==> config.mk <==
export PLATFORM = sky130hd
export DESIGN_NAME = llc_req_arbiter
export DESIGN_NICKNAME = d
export VERILOG_FILES = /design/src/rtl/llc_req_arbiter.sv
export SDC_FILE = /design/constraint.sdc
export NUM_CORES = 1
export LEC_CHECK = 0
export BUFFER_PORTS_ARGS = -buffer_cell sky130_fd_sc_hd__buf_2
export CORE_MARGIN = 3
export CORE_UTILIZATION = 59
export CTS_CLUSTER_SIZE = 28
export DETAILED_ROUTE_END_ITERATION = 7
export PLACE_DENSITY = 0.95
export SLEW_MARGIN = 15
export SYNTH_ARGS = -nofsm -noshare
export SYNTH_HDL_FRONTEND = slang
export SYNTH_SLANG_ARGS = --single-unit
==> constraint.sdc <==
create_clock -name clk -period 10.2 [get_ports clk]
set_input_delay 1.02 -clock clk [delete_from_list [all_inputs] [get_ports clk]]
set_output_delay 1.02 -clock clk [all_outputs]
set_load 0.05 [all_outputs]
==> src/rtl/llc_req_arbiter.sv <==
// LLC front-end scheduler: merges the CPU and snoop request streams into one command slot.
// Define LLC_ARB_STATS_EN to build the per-source grant counters.
//
// state | meaning
// RUN   | normal arbitration, snoops preferred, starvation limiter active
// DRAIN | clear latched; intake closed, buffered snoops still issue
// CLR   | clear command held in the slot until the LLC takes it
module llc_req_arbiter #(
  parameter int ADDR_W       = 32,
  parameter int OP_W         = 4,
  parameter int SNP_DEPTH    = 4,
  parameter int STARVE_LIMIT = 3
) (
  input  logic                         clk,
  input  logic                         reset,
  input  logic                         cpu_valid,
  output logic                         cpu_ready,
  input  logic [ADDR_W-1:0]            cpu_addr,
  input  logic [OP_W-1:0]              cpu_op,
  input  logic                         snp_valid,
  output logic                         snp_ready,
  input  logic [ADDR_W-1:0]            snp_addr,
  input  logic [OP_W-1:0]              snp_op,
  output logic                         cmd_valid,
  output logic [ADDR_W-1:0]            cmd_addr,
  output logic [OP_W-1:0]              cmd_op,
  input  logic                         llc_ready,
  output logic                         op_err,
  output logic [$clog2(SNP_DEPTH):0]   snp_count,
  output logic [31:0]                  cpu_grants,
  output logic [31:0]                  snp_grants
);

  localparam int PTR_W = $clog2(SNP_DEPTH);
  localparam int CNT_W = PTR_W + 1;
  localparam int STV_W = (STARVE_LIMIT > 0) ? $clog2(STARVE_LIMIT + 1) : 1;
  localparam logic [STV_W-1:0] STV_MAX   = STV_W'(STARVE_LIMIT);
  localparam logic [CNT_W-1:0] FIFO_FULL = CNT_W'(SNP_DEPTH);
  localparam logic [OP_W-1:0]  OP_CLR    = OP_W'(8);

  typedef enum logic [1:0] {RUN, DRAIN, CLR} state_t;

  state_t              state;
  logic [ADDR_W-1:0]   fifo_addr [SNP_DEPTH];
  logic [OP_W-1:0]     fifo_op   [SNP_DEPTH];
  logic [PTR_W-1:0]    wr_ptr;
  logic [PTR_W-1:0]    rd_ptr;
  logic [CNT_W-1:0]    count;
  logic [STV_W-1:0]    starve;

  logic slot_free;
  logic fifo_empty;
  logic fifo_full;
  logic cpu_wins;
  logic cpu_take;
  logic cpu_issue_ok;
  logic cpu_is_clr;
  logic snp_legal;
  logic snp_take;
  logic push;
  logic pop;
  logic clr_load;

  function automatic logic is_cpu_issue(input logic [OP_W-1:0] op);
    return (op == OP_W'(0)) || (op == OP_W'(1)) || (op == OP_W'(2)) || (op == OP_W'(9));
  endfunction

  function automatic logic is_snp_op(input logic [OP_W-1:0] op);
    return (op == OP_W'(3)) || (op == OP_W'(4)) || (op == OP_W'(5)) || (op == OP_W'(6));
  endfunction

  assign slot_free    = !cmd_valid || llc_ready;
  assign fifo_empty   = (count == '0);
  assign fifo_full    = (count == FIFO_FULL);
  assign cpu_wins     = cpu_valid && (fifo_empty || (starve == STV_MAX));
  assign cpu_take     = (state == RUN) && slot_free && cpu_wins;
  assign cpu_issue_ok = is_cpu_issue(cpu_op);
  assign cpu_is_clr   = (cpu_op == OP_CLR);
  assign snp_legal    = is_snp_op(snp_op);
  assign pop          = slot_free && !fifo_empty &&
                        (((state == RUN) && !cpu_wins) || (state == DRAIN));
  assign snp_ready    = (state == RUN) && (!fifo_full || pop);
  assign snp_take     = snp_valid && snp_ready;
  assign push         = snp_take && snp_legal;
  // The clear goes out only once every snoop ahead of it has left the slot.
  assign clr_load     = (state == DRAIN) && slot_free && fifo_empty;

  assign cpu_ready = cpu_take;
  assign snp_count = count;

  always_ff @(posedge clk) begin
    if (push) begin
      fifo_addr[wr_ptr] <= snp_addr;
      fifo_op[wr_ptr]   <= snp_op;
    end
  end

  always_ff @(posedge clk or posedge reset) begin
    if (reset) begin
      wr_ptr <= '0;
      rd_ptr <= '0;
      count  <= '0;
    end else begin
      if (push) wr_ptr <= wr_ptr + 1'b1;
      if (pop)  rd_ptr <= rd_ptr + 1'b1;
      case ({push, pop})
        2'b10:   count <= count + 1'b1;
        2'b01:   count <= count - 1'b1;
        default: ;
      endcase
    end
  end

  always_ff @(posedge clk or posedge reset) begin
    if (reset) begin
      state     <= RUN;
      cmd_valid <= 1'b0;
      cmd_addr  <= '0;
      cmd_op    <= '0;
      starve    <= '0;
      op_err    <= 1'b0;
    end else begin
      op_err <= (cpu_take && !cpu_issue_ok && !cpu_is_clr) || (snp_take && !snp_legal);
      case (state)
        RUN: begin
          if (slot_free) begin
            cmd_valid <= 1'b0;
            if (cpu_wins) begin
              if (cpu_issue_ok) begin
                cmd_valid <= 1'b1;
                cmd_addr  <= cpu_addr;
                cmd_op    <= cpu_op;
                starve    <= '0;
              end else if (cpu_is_clr) begin
                state <= DRAIN;
              end
            end else if (!fifo_empty) begin
              cmd_valid <= 1'b1;
              cmd_addr  <= fifo_addr[rd_ptr];
              cmd_op    <= fifo_op[rd_ptr];
              if (cpu_valid && (starve != STV_MAX)) starve <= starve + 1'b1;
            end
          end
        end
        DRAIN: begin
          if (slot_free) begin
            cmd_valid <= 1'b1;
            if (!fifo_empty) begin
              cmd_addr <= fifo_addr[rd_ptr];
              cmd_op   <= fifo_op[rd_ptr];
            end else begin
              cmd_addr <= '0;
              cmd_op   <= OP_CLR;
              state    <= CLR;
            end
          end
        end
        CLR: begin
          if (llc_ready) begin
            cmd_valid <= 1'b0;
            starve    <= '0;
            state     <= RUN;
          end
        end
        default: state <= RUN;
      endcase
    end
  end

`ifdef LLC_ARB_STATS_EN
  logic        cpu_load;
  logic [31:0] cpu_grant_q;
  logic [31:0] snp_grant_q;

  assign cpu_load = (cpu_take && cpu_issue_ok) || clr_load;

  always_ff @(posedge clk or posedge reset) begin
    if (reset) begin
      cpu_grant_q <= '0;
      snp_grant_q <= '0;
    end else begin
      if (cpu_load) cpu_grant_q <= cpu_grant_q + 32'd1;
      if (pop)      snp_grant_q <= snp_grant_q + 32'd1;
    end
  end

  assign cpu_grants = cpu_grant_q;
  assign snp_grants = snp_grant_q;
`else
  assign cpu_grants = '0;
  assign snp_grants = '0;
`endif

endmodule

== Word level (Yosys, flattened, before mapping) ==
Memory sizes are Yosys's and may differ from the RTL's.
Cells that the tools add are included.
Storage, ports and cells
  output and inout port bits: 107
  memories kept: 2
  flip-flop bits (word level): 49
  bits of input ports: 77
  bits in writable memories: 144
  logic and storage cells: 121
Operators by class
  eq/ne operators: 25
  add/sub/neg operators: 5
  reduce and logical (&&, ||, !) cells: 42
  multiplexer cells: 38
Memory list
  fifo_addr: words 4, width 32, rd ports 1, clocked after memory_dff 0, write ports 1, line 44  | logic [ADDR_W-1:0] fifo_addr [SNP_DEPTH];
  fifo_op: words 4, width 4, rd ports 1, clocked after memory_dff 0, write ports 1, line 45  | logic [OP_W-1:0] fifo_op [SNP_DEPTH];
Operator list (number)
  two-way mux 32 bit: 6
  case mux 32 bit (2 select lines): 1
  two-way mux 2 bit: 12
  two-way mux 4 bit: 6
  != test 2 bit (second input constant): 8
  logical AND 1 bit: 13
  == test 4 x 3 -> 1 bit (second input constant): 3
  logical OR 1 bit: 11
  == test 4 x 2 -> 1 bit (second input constant): 2
  == test 4 bit (second input constant): 2
  two-way mux 1 bit: 8
  case mux 4 bit (2 select lines): 1
  logical NOT 1 bit: 7
  AND reduction 7 bit: 1
  adder 2 x 1 -> 2 bit (second input constant): 3
  == test 2 bit (second input constant): 3
  != test 3 bit (second input constant): 2
  case mux 2 bit (3 select lines): 1
  case mux 3 bit (2 select lines): 1
  AND reduction 6 bit: 1
  nonzero test 2 bit: 3
  AND reduction 5 bit: 1
  == test 2 x 1 -> 1 bit (second input constant): 2
  == test 4 x 1 -> 1 bit (second input constant): 1
  11 further kinds: 11

== Depth between registers and ports, before layout ==
  word-level depth: 13
  mapped depth: 11
  mapped depth without buffers: 11

== Worst setup path after synthesis ==
No wires, ideal clock.
  path type: input port to flip-flop
  start point: in cpu_valid
  end point: mem fifo_addr[0][0] (enable)
  cell stages on the path: 5
  setup time: 429 ps
  required time: 9771 ps
  data arrival time: 3369 ps
  path slack: 6401 ps
  path buffers: 1
  cells stage by stage: buf_4 and3b_1 o2111ai_1 nand4_2 nor2_1
Between the ends
  longest elaborated chain between the ends: 11
RTL lines
  start, declared: line 16  | input logic cpu_valid,
  logical AND 1 bit: line 75  | assign cpu_wins = cpu_valid && (fifo_empty || (starve == STV_MAX));
  logical NOT 1 bit: line 81  | (((state == RUN) && !cpu_wins) || (state == DRAIN));
  logical AND 1 bit: line 81
  logical OR 1 bit: line 81
  logical AND 1 bit: line 80  | assign pop = slot_free && !fifo_empty &&
  logical OR 1 bit: line 82  | assign snp_ready = (state == RUN) && (!fifo_full || pop);
  logical AND 1 bit: line 82
  logical AND 1 bit: line 83  | assign snp_take = snp_valid && snp_ready;
  logical AND 1 bit: line 84  | assign push = snp_take && snp_legal;
  two-way mux 1 bit: line 92  | if (push) begin
  two-way mux 1 bit (implied by the code): line 93  | fifo_addr[wr_ptr] <= snp_addr;
  end, declared: line 44
Every way passes these cells.

== Worst setup path in the final report ==
  start point: reg state[1]
  end point: out snp_ready
Between the ends
  longest elaborated chain between the ends: 6
  elaborated cells between the ends (all ways): 7
  classes of those cells: eq/ne (1); reduce/logical (6)
RTL lines
  start, declared: line 43  | state_t state;
  start signal, assigned: line 116  | state <= RUN;
  start signal, assigned: line 135  | state <= DRAIN;
  start signal, assigned: line 154  | state <= CLR;
  logical NOT 2 bit: line 81, 82
  logical AND 1 bit: line 81
  logical OR 1 bit: line 81
  logical AND 1 bit: line 80
  logical OR 1 bit: line 82
  logical AND 1 bit (*): line 82
  end, declared: line 21  | output logic snp_ready,
Every way passes the cells marked *; elsewhere a longest branch is shown, timed or not.

==> out/results.txt <==
Sequential cell area fraction in the yosys report = 0.649
Max_cap viols = 0
First-pass GRT wire length = 26.7 mm
Pwr Density = 324 nW/um2
Synthesized instance count = 478
Yosys Warn Count = 0
Post-route cell area = 9710 um2
Total CTS buffers = 17
Post_cts resized = 0
Pleak = 3.92 nW
Post-synth ARST share = 0.254
Most frequent cells in the layout = edfxtp_1 (144), buf_2 (119), conb_1 (64)
Via count = 4,520
CP Capture Type = output pin
Layout Nets = 687
Drt first-iter violations = 360
H-tree depth = 4
# setup viols final = 0
Initial cell density of the core = 0.609
Worst VDD drop = 188 uV
CTS tree = built
Slew Viols, Final = 0
Layout cells sized above 1 = 0.403
Setup Buffers After CTS = 0
Vias in the first global route = 4,711
Layout area overhead = 13.5%
# hold bufs at CTS = 0
Unique cell type count in the Yosys netlist = 52
Critical Path Source Type = flip-flop
Number of clock sinks = 193
Min Tclk post-route = 3.31 ns
Via density per instance = 5.71
DP Area = 9000 um2
RSZ-0062 raised after global routing = no
Max transition margin = 0.220
Clock buffer depth = 2
Post-route setup TNS = 0 ns
FILL cells = 886
Final antenna-violating net count = 0
Hold Path Class = flip-flop to flip-flop
Clock transition at path regs = 0.06 ns
DRT Pass-1 Iters = 5
Overflow after GRT = 0
Status = finished clean
PortBufs = 119
WHS Path Cells = 1
Die Ht = 126 um
Clock Tree Root = clkbuf_16
Synthesized area per cell = 17.9 um2
Final GP Congestion = 0.943
# rows = 43
Clock Latency Late Sink = 0.43 ns
Initial antenna violation count = 1
Core Box Area = 14,000 um2
Most common cell after layout, fill and taps aside = edfxtp_1
GRT Util Overall = 0.222
Hold Vio Cnt, Final = 0
Flops & latches, synth = 193
Worst-path maximum fanout = 7
Crit Path Class = flip-flop to output pin
Final period utilization = 0.324
HPWL Detailed = 10.5 mm
Die ar. = 16,000 um2
DR WL/cell = 21.4 um
Post-synth EDFFs = 144
I/O pin count = 184
Main synth FF type = edfxtp_1
CP required = 9.18 ns
FF-to-FF path depth = 6
Arrival @ worst endpoint = 2.29 ns
Drt drc = 0
Routed WL = 16.9 mm
Slew of the pin with the lowest slew margin = 1.17 ns
Clk_skew = 0.00793 ns
Largest net degree at the start of global routing = 50
Fmax = 0.302 GHz
DIE WIDTH = 126 um
Post-Syn Area = 8550 um2
## report_power, final
group / internal, W / switching, W / leakage, nW
clock network: 0.000421 / 0.000272 / 0.297
logic: 0.000582 / 0.000774 / 1.75
registers: 0.000975 / 0.000120 / 1.88
total: 0.00198 / 0.00117 / 3.92
## layer usage
layer,track usage,share of wire,up-vias
met5,0,0,-
met4,0.0921,0.028,0
met3,0.0526,0.075,41
met2,0.377,0.51,246
met1,0.276,0.39,2273
li1,-,-,1960
## cells in the mapped netlist (2+ instances only)
library cell | count | area [um2]
edfxtp_1 | 144 | 4320
buf_4 | 65 | 488
dfrtp_1 | 49 | 1230
a22o_1 | 36 | 315
mux4_2 | 36 | 811
mux2_4 | 30 | 450
inv_1 | 17 | 63.8
ha_1 | 11 | 138
mux2_2 | 11 | 124
nor2_1 | 8 | 30.0
clkbuf_1 | 7 | 26.3
buf_2 | 6 | 30.0
buf_6 | 5 | 56.3
o21ai_0 | 4 | 20.0
a21oi_1 | 3 | 15.0
buf_12 | 3 | 60.1
xnor2_1 | 3 | 26.3
xor2_1 | 3 | 26.3
a21bo_2 | 2 | 20.0
nand2_1 | 2 | 7.51
nor2b_1 | 2 | 12.5
## path summary, 6_finish.rpt
path	start	to	slack [ns]
worst min register to register	cmd_addr[16]	cmd_addr[16]	0.50
worst max-delay path	state[1]	snp_ready	6.89
worst max register to register	state[1]	fifo_op[2][2]	7.02
worst min-delay path	cmd_addr[16]	cmd_addr[16]	0.50
min in group asynchronous	reset	cmd_addr[25]	0.77
max in group asynchronous	reset	rd_ptr[0]	8.82
## registers in the layout (all words and copies together), names as in the netlist, 3 cells and up
| name | count |
|---|---|
| fifo_addr | 128 |
| cmd_addr | 32 |
| fifo_op | 16 |
| cmd_op | 4 |
| snp_count | 3 |
## stage by stage
step | utilization | std cells | setup WS, ns | hold slack (ns) | power, W
2_1_floorplan | - | 541 | 6.40 | 0.485 | 0.00225
3_3_place_gp | 0.641 | 756 | 6.81 | 0.484 | 0.00241
3_5_place_dp | 0.641 | 756 | 6.68 | 0.489 | 0.00247
4_1_cts | 0.686 | 788 | 6.89 | 0.508 | 0.00317
5_1_grt | 0.691 | 791 | 6.79 | 0.524 | 0.00328
6_report | 0.691 | 792 | 6.89 | 0.505 | 0.00314
## critical path, stage by stage (launching register included)
cell	delay, ns
dfrtp_1	0.42
inv_1	0.13
ha_1	0.34
and3b_1	0.22
o2111ai_1	0.29
and2_1	0.19
buf_2	0.26
## final cells by class
cell class / instances / area, um2 / share of cell area
inverter: 17 / 65.1 / 0.00670
timing repair buffer: 124 / 678 / 0.0699
clock buffer: 21 / 460 / 0.0474
multi-input combinational: 245 / 2560 / 0.264
tap: 180 / 225 / 0.0232
sequential: 193 / 5550 / 0.572
antenna: 1 / 2.50 / 0.000258
clock inverter: 11 / 161 / 0.0166
## logic make-up (layout without fill, tap and decap cells)
kind of cell               after synthesis  count (layout)  share of synthesized area
DFF                                    193             193                      0.649
buffers and inverters                  103             173                     0.0847
muxes                                   79              79                      0.165
AOI/OAI and AO/OA                       59              59                     0.0579
and+or+nand+nor                         25              25                     0.0186
adders and majority gates               12              12                     0.0184
xor gates and xnor gates                 6               6                    0.00615
other                                    1              65                   0.000438
No activity file was read; power rests on OpenSTA's default activity.
